`config.mk`:
```
export PLATFORM = sky130hd
export DESIGN_NAME = pipeline_hazard_ctrl
export DESIGN_NICKNAME = d
export VERILOG_FILES = /design/src/rtl/pipe_ctrl_pkg.sv /design/src/rtl/int_pending_reg.sv /design/src/rtl/pipeline_hazard_ctrl.sv
export SDC_FILE = /design/constraint.sdc
export NUM_CORES = 1
export LEC_CHECK = 0
export CAP_MARGIN = 20
export CELL_PAD_IN_SITES_DETAIL_PLACEMENT = 2
export CELL_PAD_IN_SITES_GLOBAL_PLACEMENT = 2
export CORE_MARGIN = 2
export CORE_UTILIZATION = 25
export DETAILED_ROUTE_END_ITERATION = 7
export DONT_BUFFER_PORTS = 1
export PLACE_DENSITY = 0.67
export SLEW_MARGIN = 30
export SYNTH_ARGS = -nofsm -noshare
export SYNTH_HDL_FRONTEND = slang
export SYNTH_SLANG_ARGS = --single-unit
```
`constraint.sdc`:
```
create_clock -name clk -period 4.4 [get_ports clk]
set_clock_uncertainty 0.05 [all_clocks]
set_input_delay 0.88 -clock clk [delete_from_list [all_inputs] [get_ports clk]]
set_output_delay 0.88 -clock clk [all_outputs]
set_load 0.05 [all_outputs]
```
`src/rtl/pipe_ctrl_pkg.sv`:
```
// pipe_ctrl_pkg
//   Shared definitions for the pipeline stall/flush/redirect controller and
//   the pipeline latches that consume its strobes.
//   - state_t      : controller state (RUN / LU_STALL / HANDLER)
//   - VEC_BASE_DEF : default interrupt handler vector base
//   - STALL_* / FLUSH_* : bit positions inside the per-stage stall and flush
//                         vectors, so latch code can index them by name.
package pipe_ctrl_pkg;

    typedef enum logic [1:0] {
        RUN      = 2'd0,
        LU_STALL = 2'd1,
        HANDLER  = 2'd2
    } state_t;

    localparam logic [31:0] VEC_BASE_DEF = 32'h0000_0080;

    // Stall vector: which latches hold their contents this cycle.
    localparam int STALL_PC   = 0;
    localparam int STALL_IFID = 1;
    localparam int STALL_IDEX = 2;
    localparam int STALL_W    = 3;

    // Flush vector: which latches load a bubble at the next edge.
    localparam int FLUSH_IFID  = 0;
    localparam int FLUSH_IDEX  = 1;
    localparam int FLUSH_EXMEM = 2;
    localparam int FLUSH_W     = 3;

endpackage

```
`src/rtl/int_pending_reg.sv`:
```
// int_pending_reg
//   Interrupt pending register: rising-edge detect on the raw request
//   lines, sticky pending bits, masking and a lowest-index-wins priority
//   encoder.
// Ports:
//   clk, rst_n   : clock, asynchronous active-low reset
//   int_req      : raw level request lines, synchronous to clk
//   int_mask     : 1 = line enabled for selection
//   clr, clr_idx : clear pend[clr_idx] at the next edge (interrupt taken)
//   pend         : sticky pending bits
//   win_idx      : lowest enabled pending line
//   win_valid    : at least one enabled line is pending
module int_pending_reg
    import pipe_ctrl_pkg::*;
#(
    parameter int INT_NUM = 3,
    parameter int IDX_W   = (INT_NUM > 1) ? $clog2(INT_NUM) : 1
) (
    input  logic               clk,
    input  logic               rst_n,
    input  logic [INT_NUM-1:0] int_req,
    input  logic [INT_NUM-1:0] int_mask,
    input  logic               clr,
    input  logic [IDX_W-1:0]   clr_idx,
    output logic [INT_NUM-1:0] pend,
    output logic [IDX_W-1:0]   win_idx,
    output logic               win_valid
);

    logic [INT_NUM-1:0] req_q;
    logic [INT_NUM-1:0] rise;
    logic [INT_NUM-1:0] clr_vec;
    logic [INT_NUM-1:0] active;

    assign rise    = int_req & ~req_q;
    assign clr_vec = clr ? (INT_NUM'(1) << clr_idx) : '0;
    assign active  = pend & int_mask;

    // A new edge on a line being acknowledged in the same cycle must not be
    // lost, so the set term is applied after the clear term.
    // NOTE: non-blocking assignments for all flops, so every register samples
    // the pre-edge values regardless of statement order.
    always_ff @(posedge clk or negedge rst_n) begin
        if (!rst_n) begin
            req_q <= '0;
            pend  <= '0;
        end else begin
            req_q <= int_req;
            pend  <= (pend & ~clr_vec) | rise;
        end
    end

    // Scan from the top down so the lowest active index is the last write.
    // NOTE: every always_comb output gets a default first, so no path leaves
    // it unassigned and no latch is inferred.
    always_comb begin
        win_idx   = '0;
        win_valid = 1'b0;
        for (int i = INT_NUM - 1; i >= 0; i--) begin
            if (active[i]) begin
                win_idx   = IDX_W'(i);
                win_valid = 1'b1;
            end
        end
    end

endmodule

```
`src/rtl/pipeline_hazard_ctrl.sv`:
```
// pipeline_hazard_ctrl
//   Central stall/flush/redirect controller for the 5-stage pipeline.
//   Resolves, in priority order, load-use > interrupt > ERET > taken branch,
//   and produces per-latch stall/flush strobes plus a PC redirect. Holds the
//   interrupt pending bits, the EPC and the in-handler state.
// Ports:
//   clk, rst_n                    : clock, asynchronous active-low reset
//   load_use, ex_valid, ex_pc     : hazard flag and EX-stage instruction info
//   branch_taken, branch_target   : EX-stage branch resolution
//   eret                          : EX instruction is ERET
//   int_req, int_mask             : interrupt lines and enables
//   pc_stall/ifid_stall/idex_stall: hold the PC, IF/ID, ID/EX latches
//   ifid/idex/exmem_flush         : bubble into IF/ID, ID/EX, EX/MEM
//   pc_redirect, pc_target        : PC loads pc_target at the next edge
//   int_ack                       : one-hot pulse in the interrupt-take cycle
//   epc                           : saved return PC
//   in_handler                    : between interrupt entry and ERET
//   lu_stall_cnt                  : saturating count of load-use bubbles
module pipeline_hazard_ctrl
    import pipe_ctrl_pkg::*;
#(
    parameter int          PC_W     = 32,
    parameter int          INT_NUM  = 3,
    parameter logic [31:0] VEC_BASE = VEC_BASE_DEF
) (
    input  logic               clk,
    input  logic               rst_n,
    input  logic               load_use,
    input  logic               ex_valid,
    input  logic [PC_W-1:0]    ex_pc,
    input  logic               branch_taken,
    input  logic [PC_W-1:0]    branch_target,
    input  logic               eret,
    input  logic [INT_NUM-1:0] int_req,
    input  logic [INT_NUM-1:0] int_mask,
    output logic               pc_stall,
    output logic               ifid_stall,
    output logic               idex_stall,
    output logic               ifid_flush,
    output logic               idex_flush,
    output logic               exmem_flush,
    output logic               pc_redirect,
    output logic [PC_W-1:0]    pc_target,
    output logic [INT_NUM-1:0] int_ack,
    output logic [PC_W-1:0]    epc,
    output logic               in_handler,
    output logic [31:0]        lu_stall_cnt
);

    localparam int IDX_W = (INT_NUM > 1) ? $clog2(INT_NUM) : 1;

    state_t             state;
    logic               lu_from_handler;   // state to return to after a bubble
    logic [INT_NUM-1:0] pend;
    logic [IDX_W-1:0]   win_idx;
    logic               win_valid;

    logic               lu_ev;
    logic               take_ev;
    logic               eret_ev;
    logic               br_ev;
    logic [STALL_W-1:0] stall_vec;
    logic [FLUSH_W-1:0] flush_vec;

    int_pending_reg #(
        .INT_NUM (INT_NUM),
        .IDX_W   (IDX_W)
    ) u_pend (
        .clk       (clk),
        .rst_n     (rst_n),
        .int_req   (int_req),
        .int_mask  (int_mask),
        .clr       (take_ev),
        .clr_idx   (win_idx),
        .pend      (pend),
        .win_idx   (win_idx),
        .win_valid (win_valid)
    );

    // In LU_STALL the saved bit says whether we are still inside a handler.
    assign in_handler = (state == HANDLER) ||
                        ((state == LU_STALL) && lu_from_handler);

    // Events are gated by rst_n so that every strobe drops to zero as soon as
    // reset is asserted, without waiting for a clock edge.
    always_comb begin
        lu_ev   = rst_n && ex_valid && load_use && (state != LU_STALL);
        take_ev = rst_n && ex_valid && !lu_ev && !in_handler && win_valid;
        eret_ev = rst_n && ex_valid && !lu_ev && !take_ev && in_handler && eret;
        br_ev   = rst_n && ex_valid && !lu_ev && !take_ev && !eret_ev &&
                  branch_taken;
    end

    always_comb begin
        stall_vec = '0;
        flush_vec = '0;
        pc_target = '0;
        int_ack   = '0;

        stall_vec[STALL_PC]   = lu_ev;
        stall_vec[STALL_IFID] = lu_ev;
        stall_vec[STALL_IDEX] = lu_ev;

        flush_vec[FLUSH_IFID]  = take_ev || eret_ev || br_ev;
        flush_vec[FLUSH_IDEX]  = take_ev || eret_ev || br_ev;
        // The load moves on while the younger instruction is held in ID/EX,
        // so EX/MEM receives a bubble; an interrupt squashes the EX
        // instruction itself. ERET and branches have no write to cancel.
        flush_vec[FLUSH_EXMEM] = lu_ev || take_ev;

        if (take_ev) begin
            pc_target = PC_W'(VEC_BASE) + (PC_W'(win_idx) << 2);
            int_ack   = INT_NUM'(1) << win_idx;
        end else if (eret_ev) begin
            pc_target = epc;
        end else if (br_ev) begin
            pc_target = branch_target;
        end
    end

    assign pc_stall    = stall_vec[STALL_PC];
    assign ifid_stall  = stall_vec[STALL_IFID];
    assign idex_stall  = stall_vec[STALL_IDEX];
    assign ifid_flush  = flush_vec[FLUSH_IFID];
    assign idex_flush  = flush_vec[FLUSH_IDEX];
    assign exmem_flush = flush_vec[FLUSH_EXMEM];
    assign pc_redirect = take_ev || eret_ev || br_ev;

    always_ff @(posedge clk or negedge rst_n) begin
        if (!rst_n) begin
            state           <= RUN;
            lu_from_handler <= 1'b0;
            epc             <= '0;
            lu_stall_cnt    <= '0;
        end else begin
            if (lu_ev) begin
                state           <= LU_STALL;
                lu_from_handler <= in_handler;
                if (lu_stall_cnt != 32'hFFFF_FFFF) begin
                    lu_stall_cnt <= lu_stall_cnt + 32'd1;
                end
            end else if (take_ev) begin
                state <= HANDLER;
                epc   <= ex_pc;
            end else if (eret_ev) begin
                state <= RUN;
            end else begin
                case (state)
                    LU_STALL: state <= lu_from_handler ? HANDLER : RUN;
                    HANDLER:  state <= HANDLER;
                    default:  state <= RUN;
                endcase
            end
        end
    end

endmodule

```
==> out/results.tsv <==
metric	value	unit
crit_type	flip-flop to output pin	
wirelength	11.1	mm
start_util	25.3	%
post_cts_buffers	0	
numCtsBuffers	9	
cp-end-kind	output pin	
critPathArrivalTime	2770	ps
drc	0	
synth_area_leader_cell	dfrtp_1	
ant_nets	0	
synth_edf_count	0	
rows	43	
finalNonFillerCells	520	
synth_seq_cells	73	
ir_drop	0.261	mV
synth.cell_area	3490	um^2
postSynthCellCount	301	
drt-initial-drc-count	53	
cts.hold.buffers_added	0	
yosysSeqAreaShare	52.4	%
post_drt_wl_per_cell	21.3	um
fin_crit	3700	ps
synth_top_cell_area_share	52.4	%
cap_violations	0	
drtPass1Iterations	4	
timing.fmax	0.270	GHz
crit_fanout	32	
synth_area_leaders	dfrtp_1, mux2_2, a22o_1	
cts_resized	0	
rsz0062_at_grt	false	
insertion_delay	330	ps
nets	414	
port_buffers	0	
syn_avg_cell_area	11.6	um^2
ioPinCount	183	
tritoncts_num_sinks	73	
grt_pass1_wl	16.6	mm
grt.overflow.total	0	
status	complete, no violations	
finalSetupViolCount	0	
cts.htree.levels	3	
ys.flop_type	dfrtp_1	
p_leak	0.00200	uW
grt_pass1_vias	2840	
fin_util	32.3	%
clk_path_buf_depth	2	
worst_setup_path_start_kind	flip-flop	
fp.dieH	122	um
dpl.hpwl	8.36	mm
root_buffer	clkbuf_16	
final_cell_mix	dfrtp_1, mux2_2, a22o_1	
via_count	2594	
grt_max_degree	77	
coreArea	13800	um^2
tns	0	ps
track_usage	14.8	%
layout_commonest_cell	dfrtp_1	
fill_cells	1476	
synth_nets	380	
die_width	122	um
drv_slew	0	
final_layout_size_suffix_gt1_share	28.6	%
gp_congestion	0.721	
yosys_warnings	0	
worstMarginPinSlew	921	ps
clkSlewWorstSetupHoldPaths	60	ps
antenna_found_initial	1	
viasPerCell	4.99	
synth-async-reset-ratio	100	%
required	3470	ps
max_slew_margin	38.4	%
synthDistinctLibCells	39	
fp.dieArea	14900	um^2
areaGrowthSynthToFinish	27.6	%
fin_crit_sh	84.0	%
numPlacedInstances	504	
hold_path_class	input port to asynchronous set/reset pin	
hold_viol	0	
cts_tree	built	
p_per_area	499	nW/um^2
[power breakdown]
part / internal, uW / switching (uW)
clock network: 433 / 269
logic: 121 / 133
registers: 772 / 495
total: 1330 / 897
[layer usage]
metal,global-route usage [%],part of all wire [%]
met1,15.9,36
met5,0,0
met2,25.5,51
met3,7.40,12
met4,4.81,1.4
[kinds of logic after synthesis]
group,Yosys count,share of synthesized area [%]
compound gates,43,10.3
xor+xnor,30,7.53
fa+ha+maj,3,1.08
buf+inv,31,4.45
flops,73,52.4
mux,32,10.3
simple gates,89,14.0
[cell usage after synthesis, types with 2 or more instances]
master	number
and3_1	5
nand4_1	10
clkbuf_1	4
a221o_1	3
xnor2_1	12
nor2b_1	2
nor2_1	8
nor3b_1	2
inv_1	13
xor2_1	18
nor3_2	2
nand2_1	22
nor3_1	13
buf_4	6
nor4_1	4
nand3_1	9
and4_1	3
mux2_2	31
dfrtp_1	73
o22ai_1	2
ha_1	3
o21ai_0	2
or2_2	3
buf_2	7
a22o_1	29
a21oi_1	2
[cell type report]
class / instances / area, um^2 / area share (%)
Antenna cell: 1 / 2.50 / 0.0562
Clock buffer: 11 / 233 / 5.23
Clock inverter: 4 / 45.0 / 1.01
Tap cell: 180 / 225 / 5.06
Inverter: 13 / 48.8 / 1.10
Timing Repair Buffer: 41 / 533 / 12.0
Sequential cell: 73 / 1830 / 41.0
Multi-Input combinational cell: 197 / 1540 / 34.5
[sequential cells by signal, indices dropped and copies added (netlist names)]
name	cells
epc	32
lu_stall_cnt	32
u_pend.pend	3
u_pend.req_q	3
state	2
lu_from_handler	1
[final timing paths]
kind                            slack, ps  cells after the start                           end                         from
max in group asynchronous            3920                      0           epc[25]$_DFFE_PN0P_                        rst_n
worst max register to register       1350                      6  lu_stall_cnt[15]$_DFFE_PN0P_  lu_stall_cnt[9]$_DFFE_PN0P_
worst min register to register        370                      1      u_pend.pend[0]$_DFF_PN0_    u_pend.req_q[0]$_DFF_PN0_
min in group clk                      370                      1      u_pend.pend[0]$_DFF_PN0_    u_pend.req_q[0]$_DFF_PN0_
worst min-delay path                  190                      0  lu_stall_cnt[19]$_DFFE_PN0P_                        rst_n
worst max-delay path                  700                      8                  pc_target[3]           state[0]$_DFF_PN0_
[worst max-delay path: stages, from the launching register on]
cell	delay, ps
dfrtp_1	380
ha_1	220
a21oi_1	220
inv_1	300
and3_1	300
nor3_2	170
buf_4	380
a221o_1	250
buf_4	210
[metrics by stage]
step                area, um^2  hold WS [ps]  total power, uW  worst slack (ps)
floorplan                 3490           350             1430               500
global placement          4170           356             1520              1030
detailed placement        4170           365             1540               943
CTS                       4450           169             2260               665
global route              4450           165             2320               534
finish                    4450           192             2220               702
(Power assumes the default switching activity.)
